`src/rtl/syndrome_stream_host_pkg.sv`:
```
// Shared constants for the host side of the decoder byte link: message bytes,
// host FSM state encoding and the lattice-size helper functions.
package syndrome_stream_host_pkg;

    localparam logic [7:0] START_DECODING_MSG      = 8'h01;
    localparam logic [7:0] MEASUREMENT_DATA_HEADER = 8'h02;

    localparam logic [2:0] ST_IDLE        = 3'd0;
    localparam logic [2:0] ST_SEND_START  = 3'd1;
    localparam logic [2:0] ST_SEND_HEADER = 3'd2;
    localparam logic [2:0] ST_LOAD_ROUND  = 3'd3;
    localparam logic [2:0] ST_SEND_ROUND  = 3'd4;
    localparam logic [2:0] ST_RECV_HDR    = 3'd5;
    localparam logic [2:0] ST_RECV_CORR   = 3'd6;
    localparam logic [2:0] ST_PRESENT     = 3'd7;

    function automatic int unsigned ceil_div8(input int unsigned n);
        return (n + 7) / 8;
    endfunction

    function automatic int unsigned corr_width(input int unsigned x, input int unsigned z);
        return 2 * (x - 1) * z + 1 + x * z;
    endfunction

    localparam int unsigned DEF_ALIGNED_PU  = 8 * ceil_div8(4 * 1);
    localparam int unsigned DEF_CORR_WIDTH  = corr_width(4, 1);

endpackage

```
`src/rtl/syndrome_stream_host_if.sv`:
```
// Bundle of the four valid/ready channels between the host endpoint and its
// local measurement source / controller link / result consumer.
interface syndrome_stream_host_if
    import syndrome_stream_host_pkg::*;
#(
    parameter int unsigned MEAS_W = DEF_ALIGNED_PU,
    parameter int unsigned CORR_W = DEF_CORR_WIDTH
) ();

    logic [MEAS_W-1:0] meas_data;
    logic              meas_valid;
    logic              meas_ready;

    logic [7:0]        tx_data;
    logic              tx_valid;
    logic              tx_ready;

    logic [7:0]        rx_data;
    logic              rx_valid;
    logic              rx_ready;

    logic [7:0]        res_iterations;
    logic [15:0]       res_cycles;
    logic [CORR_W-1:0] res_correction;
    logic              res_valid;
    logic              res_ready;
    logic              res_last;

    modport master (
        input  meas_data, meas_valid, tx_ready, rx_data, rx_valid, res_ready,
        output meas_ready, tx_data, tx_valid, rx_ready,
        output res_iterations, res_cycles, res_correction, res_valid, res_last
    );

    modport slave (
        output meas_data, meas_valid, tx_ready, rx_data, rx_valid, res_ready,
        input  meas_ready, tx_data, tx_valid, rx_ready,
        input  res_iterations, res_cycles, res_correction, res_valid, res_last
    );

endinterface

```
`src/rtl/syndrome_stream_host_byte_deserializer.sv`:
```
// Packs an 8-bit valid/ready byte stream (least-significant byte first) into
// W-bit words; bits beyond W in the final byte are dropped.
module syndrome_stream_host_byte_deserializer #(
    parameter int unsigned W = 11
) (
    input  logic         clk_i,
    input  logic         rst_ni,
    input  logic         enable_i,
    input  logic [7:0]   in_data_i,
    input  logic         in_valid_i,
    output logic         in_ready_o,
    output logic [W-1:0] word_o,
    output logic         done_o
);

    localparam int unsigned NBytes = (W + 7) / 8;
    localparam int unsigned CntW   = $clog2(NBytes + 1);
    localparam logic [CntW-1:0] LastCnt = CntW'(NBytes - 1);

    logic [CntW-1:0] cnt_q, cnt_d;
    logic [W-1:0]    word_q, word_d;
    logic [W-1:0]    full_word;
    logic            accept, last;

    // Ready depends only on the enable (i.e. the parent's state), never on valid.
    assign in_ready_o = enable_i;
    assign accept     = enable_i & in_valid_i;
    assign last       = (cnt_q == LastCnt);
    assign done_o     = accept & last;
    assign word_o     = word_q;

    if (NBytes > 1) begin : g_stage
        localparam int unsigned StageW = (NBytes - 1) * 8;
        logic [StageW-1:0] stage_q, stage_d;

        always_comb begin
            stage_d = stage_q;
            if (accept && !last) begin
                stage_d = StageW'({in_data_i, stage_q} >> 8);
            end
        end

        always_ff @(posedge clk_i or negedge rst_ni) begin
            if (!rst_ni) stage_q <= '0;
            else         stage_q <= stage_d;
        end

        assign full_word = W'({in_data_i, stage_q});
    end else begin : g_single
        assign full_word = W'(in_data_i);
    end

    always_comb begin
        cnt_d  = cnt_q;
        word_d = word_q;
        if (accept) begin
            if (last) begin
                cnt_d  = '0;
                word_d = full_word;
            end else begin
                cnt_d = cnt_q + CntW'(1);
            end
        end
    end

    always_ff @(posedge clk_i or negedge rst_ni) begin
        if (!rst_ni) begin
            cnt_q  <= '0;
            word_q <= '0;
        end else begin
            cnt_q  <= cnt_d;
            word_q <= word_d;
        end
    end

endmodule

```
`src/rtl/syndrome_stream_host.sv`:
```
// Host endpoint: serialises a decode job (header + measurement rounds) onto the
// controller's byte input and parses its result stream into per-round corrections.
module syndrome_stream_host
    import syndrome_stream_host_pkg::*;
#(
    parameter int unsigned GRID_WIDTH_X = 4,
    parameter int unsigned GRID_WIDTH_Z = 1,
    parameter int unsigned GRID_WIDTH_U = 5
) (
    input  logic                  clk,
    input  logic                  reset_n,
    input  logic                  start_cmd,
    input  logic                  job_start,
    output logic                  busy,
    syndrome_stream_host_if.master bus
);

    localparam int unsigned BYTES_PER_ROUND      = ceil_div8(GRID_WIDTH_X * GRID_WIDTH_Z);
    localparam int unsigned ALIGNED_PU_PER_ROUND = 8 * BYTES_PER_ROUND;
    localparam int unsigned MEAS_ROUNDS          = GRID_WIDTH_U / 2;
    localparam int unsigned CORR_WIDTH           = corr_width(GRID_WIDTH_X, GRID_WIDTH_Z);
    localparam int unsigned BYTE_CNT_W           = $clog2(BYTES_PER_ROUND + 1);
    localparam int unsigned ROUND_CNT_W          = $clog2(MEAS_ROUNDS + 1);

    localparam logic [BYTE_CNT_W-1:0]  LAST_BYTE  = BYTE_CNT_W'(BYTES_PER_ROUND - 1);
    localparam logic [ROUND_CNT_W-1:0] LAST_ROUND = ROUND_CNT_W'(MEAS_ROUNDS - 1);

    logic [2:0]                      state_q, state_d;
    logic [7:0]                      tx_data_q, tx_data_d;
    logic                            tx_valid_q, tx_valid_d;
    logic [ALIGNED_PU_PER_ROUND-1:0] shreg_q, shreg_d;
    logic [BYTE_CNT_W-1:0]           byte_cnt_q, byte_cnt_d;
    logic [ROUND_CNT_W-1:0]          round_cnt_q, round_cnt_d;
    logic [ROUND_CNT_W-1:0]          word_cnt_q, word_cnt_d;
    logic [1:0]                      hdr_cnt_q, hdr_cnt_d;
    logic [7:0]                      iter_q, iter_d;
    logic [15:0]                     cycles_q, cycles_d;

    logic tx_accept;
    logic meas_ready, hdr_ready, corr_ready, corr_done;
    logic res_valid, res_last;

    assign tx_accept = tx_valid_q & bus.tx_ready;

    syndrome_stream_host_byte_deserializer #(
        .W (CORR_WIDTH)
    ) u_corr_deser (
        .clk_i      (clk),
        .rst_ni     (reset_n),
        .enable_i   (state_q == ST_RECV_CORR),
        .in_data_i  (bus.rx_data),
        .in_valid_i (bus.rx_valid),
        .in_ready_o (corr_ready),
        .word_o     (bus.res_correction),
        .done_o     (corr_done)
    );

    always_comb begin
        state_d     = state_q;
        tx_data_d   = tx_data_q;
        tx_valid_d  = tx_valid_q;
        shreg_d     = shreg_q;
        byte_cnt_d  = byte_cnt_q;
        round_cnt_d = round_cnt_q;
        word_cnt_d  = word_cnt_q;
        hdr_cnt_d   = hdr_cnt_q;
        iter_d      = iter_q;
        cycles_d    = cycles_q;
        meas_ready  = 1'b0;
        hdr_ready   = 1'b0;
        res_valid   = 1'b0;
        res_last    = 1'b0;

        case (state_q)
            ST_IDLE: begin
                // start_cmd has priority; a simultaneous job_start is dropped.
                if (start_cmd) begin
                    state_d    = ST_SEND_START;
                    tx_data_d  = START_DECODING_MSG;
                    tx_valid_d = 1'b1;
                end else if (job_start) begin
                    state_d    = ST_SEND_HEADER;
                    tx_data_d  = MEASUREMENT_DATA_HEADER;
                    tx_valid_d = 1'b1;
                end
            end
            ST_SEND_START: begin
                if (tx_accept) begin
                    tx_valid_d = 1'b0;
                    state_d    = ST_IDLE;
                end
            end
            ST_SEND_HEADER: begin
                if (tx_accept) begin
                    tx_valid_d  = 1'b0;
                    round_cnt_d = '0;
                    state_d     = ST_LOAD_ROUND;
                end
            end
            ST_LOAD_ROUND: begin
                meas_ready = 1'b1;
                if (bus.meas_valid) begin
                    shreg_d    = bus.meas_data;
                    tx_data_d  = bus.meas_data[7:0];
                    tx_valid_d = 1'b1;
                    byte_cnt_d = '0;
                    state_d    = ST_SEND_ROUND;
                end
            end
            ST_SEND_ROUND: begin
                if (tx_accept) begin
                    shreg_d    = shreg_q >> 8;
                    tx_data_d  = shreg_d[7:0];
                    byte_cnt_d = byte_cnt_q + BYTE_CNT_W'(1);
                    if (byte_cnt_q == LAST_BYTE) begin
                        tx_valid_d  = 1'b0;
                        round_cnt_d = round_cnt_q + ROUND_CNT_W'(1);
                        hdr_cnt_d   = '0;
                        state_d     = (round_cnt_q == LAST_ROUND) ? ST_RECV_HDR : ST_LOAD_ROUND;
                    end
                end
            end
            ST_RECV_HDR: begin
                hdr_ready = 1'b1;
                if (bus.rx_valid) begin
                    hdr_cnt_d = hdr_cnt_q + 2'd1;
                    unique case (hdr_cnt_q)
                        2'd0: iter_d = bus.rx_data;
                        2'd1: cycles_d[15:8] = bus.rx_data;
                        default: begin
                            cycles_d[7:0] = bus.rx_data;
                            word_cnt_d    = '0;
                            state_d       = ST_RECV_CORR;
                        end
                    endcase
                end
            end
            ST_RECV_CORR: begin
                if (corr_done) state_d = ST_PRESENT;
            end
            ST_PRESENT: begin
                res_valid = 1'b1;
                res_last  = (word_cnt_q == LAST_ROUND);
                if (bus.res_ready) begin
                    if (res_last) begin
                        state_d = ST_IDLE;
                    end else begin
                        word_cnt_d = word_cnt_q + ROUND_CNT_W'(1);
                        state_d    = ST_RECV_CORR;
                    end
                end
            end
            default: state_d = ST_IDLE;
        endcase
    end

    always_ff @(posedge clk or negedge reset_n) begin
        if (!reset_n) begin
            state_q     <= ST_IDLE;
            tx_data_q   <= '0;
            tx_valid_q  <= 1'b0;
            shreg_q     <= '0;
            byte_cnt_q  <= '0;
            round_cnt_q <= '0;
            word_cnt_q  <= '0;
            hdr_cnt_q   <= '0;
            iter_q      <= '0;
            cycles_q    <= '0;
        end else begin
            state_q     <= state_d;
            tx_data_q   <= tx_data_d;
            tx_valid_q  <= tx_valid_d;
            shreg_q     <= shreg_d;
            byte_cnt_q  <= byte_cnt_d;
            round_cnt_q <= round_cnt_d;
            word_cnt_q  <= word_cnt_d;
            hdr_cnt_q   <= hdr_cnt_d;
            iter_q      <= iter_d;
            cycles_q    <= cycles_d;
        end
    end

    assign bus.tx_data        = tx_data_q;
    assign bus.tx_valid       = tx_valid_q;
    assign bus.meas_ready     = meas_ready;
    assign bus.rx_ready       = hdr_ready | corr_ready;
    assign bus.res_iterations = iter_q;
    assign bus.res_cycles     = cycles_q;
    assign bus.res_valid      = res_valid;
    assign bus.res_last       = res_last;
    assign busy               = (state_q != ST_IDLE);

endmodule

```
`src/flat_wrapper.sv`:
```
// flat-port wrapper written by rule: the top's interface ports become plain ports
module syndrome_stream_host_flat import syndrome_stream_host_pkg::*;
#(
    parameter int unsigned GRID_WIDTH_X = 4,
    parameter int unsigned GRID_WIDTH_Z = 1,
    parameter int unsigned GRID_WIDTH_U = 5
)
  (clk, reset_n, start_cmd, job_start, busy, bus_meas_data, bus_meas_valid, bus_tx_ready, bus_rx_data, bus_rx_valid, bus_res_ready, bus_meas_ready, bus_tx_data, bus_tx_valid, bus_rx_ready, bus_res_iterations, bus_res_cycles, bus_res_correction, bus_res_valid, bus_res_last);
  syndrome_stream_host_if #(.MEAS_W((8)), .CORR_W((11))) bus_i ();
  input  logic clk;
  input  logic reset_n;
  input  logic start_cmd;
  input  logic job_start;
  output logic busy;
  input wire logic [$bits(bus_i.meas_data)-1:0] bus_meas_data;
  input wire logic [$bits(bus_i.meas_valid)-1:0] bus_meas_valid;
  input wire logic [$bits(bus_i.tx_ready)-1:0] bus_tx_ready;
  input wire logic [$bits(bus_i.rx_data)-1:0] bus_rx_data;
  input wire logic [$bits(bus_i.rx_valid)-1:0] bus_rx_valid;
  input wire logic [$bits(bus_i.res_ready)-1:0] bus_res_ready;
  output wire logic [$bits(bus_i.meas_ready)-1:0] bus_meas_ready;
  output wire logic [$bits(bus_i.tx_data)-1:0] bus_tx_data;
  output wire logic [$bits(bus_i.tx_valid)-1:0] bus_tx_valid;
  output wire logic [$bits(bus_i.rx_ready)-1:0] bus_rx_ready;
  output wire logic [$bits(bus_i.res_iterations)-1:0] bus_res_iterations;
  output wire logic [$bits(bus_i.res_cycles)-1:0] bus_res_cycles;
  output wire logic [$bits(bus_i.res_correction)-1:0] bus_res_correction;
  output wire logic [$bits(bus_i.res_valid)-1:0] bus_res_valid;
  output wire logic [$bits(bus_i.res_last)-1:0] bus_res_last;
  assign bus_i.meas_data = bus_meas_data;
  assign bus_i.meas_valid = bus_meas_valid;
  assign bus_i.tx_ready = bus_tx_ready;
  assign bus_i.rx_data = bus_rx_data;
  assign bus_i.rx_valid = bus_rx_valid;
  assign bus_i.res_ready = bus_res_ready;
  assign bus_meas_ready = bus_i.meas_ready;
  assign bus_tx_data = bus_i.tx_data;
  assign bus_tx_valid = bus_i.tx_valid;
  assign bus_rx_ready = bus_i.rx_ready;
  assign bus_res_iterations = bus_i.res_iterations;
  assign bus_res_cycles = bus_i.res_cycles;
  assign bus_res_correction = bus_i.res_correction;
  assign bus_res_valid = bus_i.res_valid;
  assign bus_res_last = bus_i.res_last;
  syndrome_stream_host #(.GRID_WIDTH_X(GRID_WIDTH_X), .GRID_WIDTH_Z(GRID_WIDTH_Z), .GRID_WIDTH_U(GRID_WIDTH_U)) u_core (.clk(clk), .reset_n(reset_n), .start_cmd(start_cmd), .job_start(job_start), .busy(busy), .bus(bus_i));
endmodule
```
`config.mk`:
```
export PLATFORM = sky130hd
export DESIGN_NAME = syndrome_stream_host_flat
export DESIGN_NICKNAME = d
export VERILOG_FILES = /design/src/rtl/syndrome_stream_host_pkg.sv /design/src/rtl/syndrome_stream_host_if.sv /design/src/rtl/syndrome_stream_host_byte_deserializer.sv /design/src/rtl/syndrome_stream_host.sv /design/src/flat_wrapper.sv
export SDC_FILE = /design/constraint.sdc
export NUM_CORES = 1
export LEC_CHECK = 0
export BUFFER_PORTS_ARGS = -buffer_cell sky130_fd_sc_hd__buf_2
export CAP_MARGIN = 40
export CORE_ASPECT_RATIO = 1.2
export CORE_MARGIN = 2
export CORE_UTILIZATION = 53
export DETAILED_ROUTE_END_ITERATION = 8
export MAX_ROUTING_LAYER = met4
export PLACE_DENSITY = 0.8
export REMOVE_ABC_BUFFERS = 1
export SYNTH_ARGS = -nofsm -noshare
export SYNTH_HDL_FRONTEND = slang
export SYNTH_SLANG_ARGS = --single-unit
```
`constraint.sdc`:
```
create_clock -name clk -period 2.3 [get_ports clk]
set_input_delay 0.46 -clock clk [delete_from_list [all_inputs] [get_ports clk]]
set_output_delay 0.46 -clock clk [all_outputs]
set_load 0.005 [all_outputs]
```
==> results by group, run 1 <==
Status
  – Status: finished clean

Drt
  – Drt wl/cell: 15.51 um
  – Remaining DRCs: 0
  – Drt pass-1 iters: 5
  – ANT nets after route: 0
  – Final WL: 5.894 mm
  – Vias per cell: 5.366
  – Initial DRC Count: 84
  – Via count: 2039

Floorplanning
  – Die height: 84.72 um
  – Die area: 6038 um^2
  – Core area: 5261 um^2
  – Die X: 71.27 um
  – Initial core utilization: 0.5470
  – Std cell rows: 29
  – # IOs: 73

Cells and area
  – Nets: 341
  – # fillers: 386
  – Layout cells sized above 1: 0.4623
  – Area Growth Syn to Fin: 21.70%
  – Ant diodes: 0

Worst setup path
  – CP startpoint: u_core.state_q[1]$_DFFE_PN0P_
  – Setup CP Type: reg -> out
  – R2R Path Start: u_core.hdr_cnt_q[0]$_DFFE_PN0P_
  – Setup crit start kind: register
  – Worst EP required: 1840 ps
  – Critical Path Sink Type: output pin
  – Worst Path Arrival: 1530 ps
  – Worst-path maximum fanout: 14

Synth
  – Largest family of logic cells by synthesized area: multiplexers
  – EDFF count, synth: 0
  – Synth Area in Adders: 0.01739
  – Distinct cells, synth: 44
  – Mux cell area share after synthesis: 0.1896
  – Synth Area in XOR/XNOR: 0.009130
  – Average cell area after synthesis: 12.30 um^2
  – Post-synthesis sequential area ratio: 0.5565
  – Fraction of registers with async set/reset: 1.000
  – Cells after Synth: 234
  – Number of synthesized register bits: 64
  – Yosys warns: 0
  – Compound-cell area share of the yosys netlist: 0.08174
  – Simple-gate portion of the synthesized area: 0.1048
  – Top FF cell, synth: dfrtp_1
  – Syn Std Cell Area: 2878 um^2

Global routing
  – Most Crowded Layer GR: met2
  – Met3 usage: 0.06843
  – Largest net degree at the start of global routing: 65
  – Number of global-route vias before repair: 2077
  – Grt total ovfl: 0
  – First-pass GRT wire length: 9.860 mm
  – Met1 Use GR: 0.2748
  – Antenna violations before repair: 0
  – GR Util met2: 0.3375
  – Total GRT Usage: 0.2191

Clock tree
  – Clock buffer depth: 2
  – Cts repair resizes: 0
  – Clock Latency Late Sink: 340 ps
  – CTS tree: done
  – Reg clk slew, reported paths: 60 ps
  – Post-CTS Setup Inserts: 0
  – Clock Sinks: 64
  – H-tree lvl count: 3
  – Hold buffer count at CTS: 0
  – Root buffer cell: clkbuf_8
  – Num CTS Buffers: 9

STA
  – Final Setup Violations: 0
  – Final hold viol count: 0
  – Final TNS setup: 0 ps
  – Fmax: 503.0 MHz
  – Final Worst Setup Slack: 312.1 ps
  – Minimum clock period: 1988 ps
  – Worst-Margin Slew: 538.5 ps
  – Clock skew: 9.565 ps
  – Period utilization: 0.8643
  – RSZ-0062 raised after global routing: no
  – Worst slew margin: 0.6410
  – Final hold slack: 130.4 ps
  – Final Max Slew Viols: 0

Place
  – PortBufs: 72
  – Dpl ws: 406.3 ps
  – Dpl hpwl: 4.177 mm
  – Final RePlAce weighted congestion: 0.8949

Power and ir drop
  – PnR Total Power: 4.312 mW
  – Lkg Pwr: 1.836 nW
  – Power Density: 1231 nW/um^2
  – Worst ir drop on vdd: 0.8359 mV

Run
  – Max-cap viol count: 0

Worst hold path
  – Hold crit path type: in -> async
==> registers in the layout (all words and copies together) (netlist names) <==
register / flops
u_core.bus.res_cycles: 16
u_core.bus.tx_valid: 1
u_core.u_corr_deser.g_stage.stage_q: 8
u_core.u_corr_deser.word_o: 11
u_core.bus.res_iterations: 8
u_core.hdr_cnt_q: 2
u_core.round_cnt_q: 2
u_core.state_q: 3
u_core.byte_cnt_q: 1
u_core.bus.tx_data: 8
u_core.word_cnt_q: 2
u_core.u_corr_deser.cnt_q: 2
==> final timing paths <==
check	to	slack (ps)	depth (start not counted)
hold reg to reg	u_core.word_cnt_q[0]$_DFFE_PN0P_	490	1
hold / removal	u_core.state_q[0]$_DFFE_PN0P_	130	2
min in group clk	u_core.bus.tx_data[5]$_DFFE_PN0P_	350	3
setup / recovery	bus_meas_ready	310	4
setup reg to reg	u_core.state_q[0]$_DFFE_PN0P_	410	7
max in group asynchronous	u_core.u_corr_deser.word_o[1]$_DFFE_PN0P_	1900	2
==> stage by stage <==
| step | instances | cell area [um^2] | util |
|---|---|---|---|
| after global placement | 364 | 3304 | 0.6281 |
| after CTS | 380 | 3502 | 0.6656 |
| after floorplan | 224 | 2809 | - |
| after global routing | 380 | 3502 | 0.6656 |
| final | 380 | 3502 | 0.6656 |
| after detailed placement | 364 | 3304 | 0.6281 |
==> critical path, stage by stage, from the launching register on <==
cell     delay (ps)
dfrtp_1         430
buf_4           230
nand2_1         100
nor2_1          260
buf_2           170
==> layer usage <==
metal  vias up  routed length (um)
met5         -                   0
met4         0                 106
met3        11                 389
met2        75                2792
met1       977                2605
li1        976                   -
==> power by group <==
group	switching, mW	internal (mW)
Combinational	0.781	0.785
Clock	0.407	0.528
Sequential	0.263	1.55
Total	1.45	2.86
==> synthesized netlist by cell type, types with 2 or more instances <==
| cell | instances | share of area |
|---|---|---|
| dfrtp_1 | 64 | 0.56 |
| mux2_2 | 35 | 0.14 |
| o21ai_0 | 16 | 0.028 |
| nand2_1 | 15 | 0.020 |
| nor2_1 | 15 | 0.020 |
| inv_1 | 12 | 0.016 |
| nand3_1 | 10 | 0.017 |
| mux2_4 | 8 | 0.042 |
| a21oi_1 | 5 | 0.0087 |
| buf_4 | 5 | 0.013 |
| buf_2 | 4 | 0.0070 |
| ha_1 | 4 | 0.017 |
| or3_1 | 3 | 0.0065 |
| a32oi_1 | 2 | 0.0061 |
| and2_1 | 2 | 0.0043 |
| mux2i_1 | 2 | 0.0070 |
| nand2_2 | 2 | 0.0043 |
| nor2_2 | 2 | 0.0043 |
| nor3_1 | 2 | 0.0035 |
| xor2_1 | 2 | 0.0061 |
==> cells in the final DEF (no fill, tap or decap), types with 3 or more instances in the layout <==
cell	count
nand2_1	15
mux2_2	35
nand3_1	10
a21oi_1	5
o21ai_0	16
nor2_1	15
mux2_4	8
inv_1	12
dfrtp_1	64
buf_4	5
ha_1	4
or3_1	3
clkbuf_8	10
buf_2	72
==> final cells by class <==
type,instances,area [um^2],share of cell area
multi-input cells,147,1159,0.3308
clock inverters,5,56.30,0.01608
well taps,62,77.57,0.02215
flip-flops and latches,64,1602,0.4573
inverters,13,48.80,0.01393
clock buffers,11,141.4,0.04037
repair buffers,78,417.9,0.1193
==> logic make-up after synthesis <==
group / after synthesis
adders and majority gates: 4
buffers and inverters: 23
DFF: 64
and+or+nand+nor: 60
AOI/OAI and AO/OA: 34
xor gates and xnor gates: 3
muxes: 46
Power figures use the tool's default switching activity.
==> run 2, diff against run 1 <==
--- a/config.mk
+++ b/config.mk
@@ -9,10 +9,10 @@
 export CAP_MARGIN = 40
 export CORE_ASPECT_RATIO = 1.2
 export CORE_MARGIN = 2
-export CORE_UTILIZATION = 53
+export CORE_UTILIZATION = 50
 export DETAILED_ROUTE_END_ITERATION = 8
 export MAX_ROUTING_LAYER = met4
-export PLACE_DENSITY = 0.8
+export PLACE_DENSITY = 0.76
 export REMOVE_ABC_BUFFERS = 1
 export SYNTH_ARGS = -nofsm -noshare
 export SYNTH_HDL_FRONTEND = slang
==> run 2 against run 1 <==
  * Clock-buffer cell count shrank 1
  * Clock power increased by 28%
  * Utilization shrank 2.8 points
  * Cell area up 1.8%
  * Largest cell class unchanged
  * Final cell count up 0.79%
  * Critical path depth rose by 1
==> results by group, run 2 (same netlist as run 1, synthesis figures left out) <==
Clock tree
  – Clock Sinks: 64 (unchanged)
  – Num CTS Buffers: 9 (unchanged)
  – Post-CTS Setup Inserts: 0 (unchanged)
  – H-tree lvl count: 3 (unchanged)
  – Hold buffer count at CTS: 0 (unchanged)
  – Clock buffer depth: 2 (unchanged)
  – CTS tree: done
  – Cts repair resizes: 0 (unchanged)
  – Reg clk slew, reported paths: 70 ps (about the same)
  – Clock Latency Late Sink: 330 ps (about the same)
  – Root buffer cell: clkbuf_8

Floorplanning
  – Die height: 87.11 um (+2.8%)
  – Initial core utilization: 0.5145 (-0.03243)
  – Std cell rows: 30 (+3.4%)
  – Die X: 73.26 um (+2.8%)
  – Die area: 6381 um^2 (+5.7%)
  – # IOs: 73 (unchanged)
  – Core area: 5593 um^2 (+6.3%)

Power and ir drop
  – Power Density: 1276 nW/um^2 (+3.6%)
  – Combinational power share: 0.343 (-0.020)
  – Switching Share: 0.3203 (-0.01626)
  – Clk pwr share: 0.263 (+0.046)
  – PnR Total Power: 4.550 mW (+5.5%)
  – Sequential share of power: 0.394 (-0.026)
  – Worst ir drop on vdd: 0.6988 mV (-16%)
  – Lkg Pwr: 1.860 nW (+1.3%)
  – Pint: 3.093 mW (+8.1%)
  – Sw power: 1.458 mW (+0.44%)

STA
  – Fmax: 504.2 MHz (+0.24%)
  – Worst slew margin: 0.5572 (-0.08381)
  – Worst-Margin Slew: 664.2 ps (+125.7 ps)
  – Final Setup Violations: 0 (unchanged)
  – Period utilization: 0.8623 (-0.002033)
  – Clock skew: 5.005 ps (-4.561 ps)
  – Final TNS setup: 0 ps (unchanged)
  – Minimum clock period: 1983 ps (-4.675 ps)
  – Final Max Slew Viols: 0 (unchanged)
  – Final hold viol count: 0 (unchanged)
  – RSZ-0062 raised after global routing: no

Worst setup path
  – Setup crit start kind: register
  – Setup CP Type: reg -> out
  – Critical Path Sink Type: output pin
  – Worst-path maximum fanout: 12 (-2)
  – Worst Path Arrival: 1520 ps (about the same)
  – Reg2reg setup slack: 410 ps (about the same)
  – Worst EP required: 1840 ps (about the same)

Global routing
  – Number of global-route vias before repair: 2014 (-3.0%)
  – Largest net degree at the start of global routing: 38 (-42%)
  – First-pass GRT wire length: 9.487 mm (-3.8%)
  – Total GRT Usage: 0.2026 (-0.01655)
  – Grt total ovfl: 0 (unchanged)
  – Antenna violations before repair: 0 (unchanged)

Cells and area
  – Cell Count, Final, Fillers Out: 383 (+0.79%)
  – # fillers: 424 (+9.8%)
  – Commonest non-fill, non-tap cell in the layout: buf_2
  – Final instance area: 3566 um^2 (+1.8%)
  – Max FFs per register: 16 (unchanged)
  – Area of the multi-input gates: 1159 um^2 (unchanged)
  – Register area: 1602 um^2 (unchanged)
  – Layout cells sized above 1: 0.4671 (+0.004820)
  – Post-layout util: 0.6376 (-0.02805)
  – Commonest non-fill, non-tap cells in the layout: buf_2 (72), dfrtp_1 (64), mux2_2 (35)
  – Area Growth Syn to Fin: 23.91%
  – Nets: 342 (+0.29%)
  – Ant diodes: 0 (unchanged)

Worst hold path
  – Hold crit path type: in -> async

Drt
  – Drt wl/cell: 14.97 um (-3.5%)
  – Vias per cell: 5.337 (-0.54%)
  – Drt pass-1 iters: 4 (-1)
  – Remaining DRCs: 0 (unchanged)
  – ANT nets after route: 0 (unchanged)
  – Initial DRC Count: 61 (-27%)
  – Final WL: 5.732 mm (-2.7%)
  – Via count: 2044 (+0.25%)

Status
  – Status: finished clean

Run
  – Max-cap viol count: 0 (unchanged)

Place
  – Final RePlAce weighted congestion: 0.8363 (-6.5%)
  – Placed insts: 367 (+0.82%)
  – Dpl hpwl: 4.134 mm (-1.0%)
  – Placed inst area: 3314 um^2 (+0.30%)
  – PortBufs: 72 (unchanged)
[run 2: worst paths after layout]
check                                                  from                                     to  cells past startpoint
setup / recovery              u_core.state_q[0]$_DFFE_PN0P_                         bus_meas_ready                      5
hold / removal                                      reset_n          u_core.state_q[0]$_DFFE_PN0P_                      1
setup reg to reg            u_core.hdr_cnt_q[0]$_DFFE_PN0P_          u_core.state_q[0]$_DFFE_PN0P_                      6
hold reg to reg            u_core.word_cnt_q[1]$_DFFE_PN0P_       u_core.word_cnt_q[1]$_DFFE_PN0P_                      2
max in group asynchronous                           reset_n  u_core.bus.res_cycles[12]$_DFFE_PN0P_                      2
min in group clk                           bus_meas_data[3]      u_core.bus.tx_data[3]$_DFFE_PN0P_                      3
[run 2: stage by stage]
stage	hold WS, ps	setup WS, ps
floorplan	164.4	267.4
global placement	466.9	473.6
detailed placement	480.4	428.8
CTS	159.4	299.0
global route	193.2	195.4
finish	155.3	316.8
[run 2: final cells by class]
type | instances | share of cell area
well taps | 64 | 0.02246
clock inverters | 6 | 0.03193
repair buffers | 79 | 0.1193
multi-input cells | 147 | 0.3249
inverters | 13 | 0.01368
flip-flops and latches | 64 | 0.4491
clock buffers | 10 | 0.03860
[run 2: metal layers]
metal | part of all wire | track usage
met5 | 0 | -
met4 | 0.014 | 0.08081
met3 | 0.049 | 0.04167
met2 | 0.48 | 0.3071
met1 | 0.46 | 0.2667
[run 2: power by group through the flow]
stage | logic (mW) | registers, mW | clock network (mW)
floorplan | 0.900 | 1.86 | 0
global placement | 1.53 | 1.79 | 0
detailed placement | 1.58 | 1.81 | 0
CTS | 1.58 | 1.79 | 1.23
global route | 1.77 | 1.84 | 1.27
finish | 1.56 | 1.79 | 1.20
[run 2: critical path, cell delays in order (launching register included)]
cell and delay [ps]:
dfrtp_1 490, buf_4 200, nand2_1 70, nor2_1 110, buf_4 190, buf_2 130
==> run 3, diff against run 2 <==
--- a/config.mk
+++ b/config.mk
@@ -13,6 +13,7 @@
 export DETAILED_ROUTE_END_ITERATION = 8
 export MAX_ROUTING_LAYER = met4
 export PLACE_DENSITY = 0.76
+export RECOVER_POWER = 50
 export REMOVE_ABC_BUFFERS = 1
 export SYNTH_ARGS = -nofsm -noshare
 export SYNTH_HDL_FRONTEND = slang
==> run 3 against run 2 <==
  * The run now ends with capacitance limit, slew limit left
  * Clock power barely moved
  * Routed wire length barely moved
  * Maximum frequency fell by 0.12%
  * Die area did not move
  * Critical path type unchanged
==> results by group, run 3 (same netlist as run 1, synthesis figures left out) <==
Power and ir drop
  – Power Density: 1281 nW/um^2 (+0.38%)
  – Lkg Pwr: 1.819 nW (-2.2%)
  – Worst ir drop on vdd: 0.6994 mV (about the same)

STA
  – Period utilization: 0.8633 (+0.001052)
  – RSZ-0062 raised after global routing: no
  – Worst slew margin: -0.01023 (-0.5674)
  – Final Max Slew Viols: 29 (+29)
  – Clock skew: 4.638 ps (-0.3665 ps)
  – Worst-Margin Slew: 1515 ps (+851.2 ps)
  – Final hold viol count: 0 (unchanged)
  – Final Worst Setup Slack: 314.3 ps (-2.419 ps)
  – Final TNS setup: 0 ps (unchanged)
  – Fmax: 503.6 MHz (-0.12%)
  – Final Setup Violations: 0 (unchanged)
  – Minimum clock period: 1986 ps (+2.419 ps)
  – Final hold slack: 352.5 ps (+197.2 ps)

Place
  – Final RePlAce weighted congestion: 0.8363 (unchanged)
  – Dpl hpwl: 4.134 mm (unchanged)
  – Placed insts: 367 (unchanged)
  – PortBufs: 72 (unchanged)
  – Dpl ws: 428.8 ps (unchanged)

Global routing
  – Antenna violations before repair: 0 (unchanged)
  – Number of global-route vias before repair: 2014 (unchanged)
  – Total GRT Usage: 0.2026 (unchanged)
  – Largest net degree at the start of global routing: 38 (unchanged)
  – First-pass GRT wire length: 9.487 mm (unchanged)
  – Grt total ovfl: 0 (unchanged)

Worst setup path
  – Worst-path maximum fanout: 12 (unchanged)
  – Reg2reg setup slack: 410 ps (about the same)
  – Most used cell, CP: buf_4
  – RR Endpoint: u_core.state_q[0]$_DFFE_PN0P_
  – Number of cells on the critical path: 5 (unchanged)
  – R2R Path Start: u_core.hdr_cnt_q[0]$_DFFE_PN0P_
  – Setup CP Type: reg -> out
  – Worst path slowest cell: dfrtp_1
  – CP startpoint: u_core.state_q[0]$_DFFE_PN0P_
  – Setup crit end: bus_meas_ready
  – Worst Path Arrival: 1530 ps (about the same)
  – Slowest cell delay on critical path: 490 ps (about the same)
  – Worst EP required: 1840 ps (about the same)
  – Critical Path Sink Type: output pin
  – Crit-path cells: buf_4, nand2_1, nor2_1, buf_4, buf_2
  – Buf/Inv on CP: 3 (unchanged)
  – Delay-heaviest family, CP: buffers and inverters
  – Reg2reg path depth: 6 (unchanged)
  – Setup crit start kind: register

Drt
  – ANT nets after route: 0 (unchanged)
  – Drt pass-1 iters: 4 (unchanged)
  – Via count: 2052 (+0.39%)
  – Initial DRC Count: 75 (+23%)
  – Vias per cell: 5.358 (+0.39%)
  – Remaining DRCs: 0 (unchanged)
  – Drt wl/cell: 14.97 um (about the same)
  – Final WL: 5.733 mm (about the same)

Clock tree
  – Post-CTS Setup Inserts: 0 (unchanged)
  – Clock Latency Late Sink: 330 ps (about the same)
  – Cts repair resizes: 0 (unchanged)
  – Root buffer cell: clkbuf_8
  – Clock Sinks: 64 (unchanged)
  – Clock buffer depth: 2 (unchanged)
  – H-tree lvl count: 3 (unchanged)
  – Reg clk slew, reported paths: 70 ps (about the same)
  – Num CTS Buffers: 9 (unchanged)
  – Hold buffer count at CTS: 0 (unchanged)
  – CTS tree: done

Status
  – Status: finished, violations left
  – Failing checks: capacitance limit, slew limit

Cells and area
  – Post-layout util: 0.6331 (-0.004474)
  – Nets: 342 (unchanged)
  – Cell Count, Final, Fillers Out: 383 (unchanged)
  – Layout cells sized above 1: 0.4357 (-0.03135)
  – Commonest non-fill, non-tap cells in the layout: dfrtp_1 (64), buf_2 (62), mux2_2 (35)
  – Max FFs per register: 16 (unchanged)
  – Area of the multi-input gates: 1159 um^2 (unchanged)
  – Register area: 1602 um^2 (unchanged)
  – # fillers: 433 (+2.1%)
  – Area Growth Syn to Fin: 23.04%
  – Ant diodes: 0 (unchanged)
  – Commonest non-fill, non-tap cell in the layout: dfrtp_1

Worst hold path
  – Hold crit path type: in -> reg

Floorplanning
  – Die height: 87.11 um (unchanged)
  – Std cell rows: 30 (unchanged)
  – Core area: 5593 um^2 (unchanged)
  – # IOs: 73 (unchanged)
  – Die area: 6381 um^2 (unchanged)
  – Initial core utilization: 0.5145 (unchanged)
  – Die X: 73.26 um (unchanged)

Run
  – Max-cap viol count: 1 (+1)
[run 3: cell count changes in the layout (fill, tap and decap cells not counted)]
cell      change
clkbuf_1     +10
buf_12        -1
clkbuf_4      +1
buf_2        -10
[run 3: stage by stage]
step                instance area, um^2  power [mW]
finish                             3541       4.536
global route                       3541       4.869
CTS                                3566       4.599
detailed placement                 3314       3.388
global placement                   3314       3.321
floorplan                          2809       2.759
[run 3: report_power, final]
group | switching (mW) | total, mW | internal (mW)
sequential | 0.248 | 1.79 | 1.55
clock | 0.444 | 1.20 | 0.753
combinational | 0.769 | 1.54 | 0.776
total | 1.46 | 4.54 | 3.08
[run 3: how the worst min path moves through the flow]
| stage | from | end | slack, ps | cells past startpoint |
|---|---|---|---|---|
| floorplan | reset_n | u_core.bus.res_cycles[0]$_DFFE_PN0P_ | 160 | 0 |
| global placement | u_core.round_cnt_q[1]$_DFFE_PN0P_ | u_core.round_cnt_q[1]$_DFFE_PN0P_ | 470 | 2 |
| detailed placement | u_core.word_cnt_q[1]$_DFFE_PN0P_ | u_core.word_cnt_q[1]$_DFFE_PN0P_ | 480 | 2 |
| CTS | reset_n | u_core.bus.tx_data[7]$_DFFE_PN0P_ | 160 | 1 |
| global route | bus_meas_data[5] | u_core.bus.tx_data[5]$_DFFE_PN0P_ | 350 | 3 |
| finish | bus_meas_data[3] | u_core.bus.tx_data[3]$_DFFE_PN0P_ | 350 | 3 |
[run 3: worst reg2reg max path: stages, from the launching register on]
cell and delay [ps]:
dfrtp_1 410, ha_1 240, or3_4 370, nand4_2 110, o211ai_2 120, nor2_2 170
mux2_1 340
[run 3: layout make-up]
class | instances | share of cell area
Timing Repair Buffer | 79 | 0.1131
Clock inverter | 6 | 0.03216
Inverter | 13 | 0.01378
Clock buffer | 10 | 0.03887
Tap cell | 64 | 0.02261
Multi-Input combinational cell | 147 | 0.3272
Sequential cell | 64 | 0.4523
[run 3: routing by layer]
layer	GRT usage	vias up	part of all wire
met2	0.3071	65	0.48
met5	-	-	0
li1	-	974	-
met4	0.08081	0	0.014
met1	0.2667	1005	0.46
met3	0.04167	8	0.048
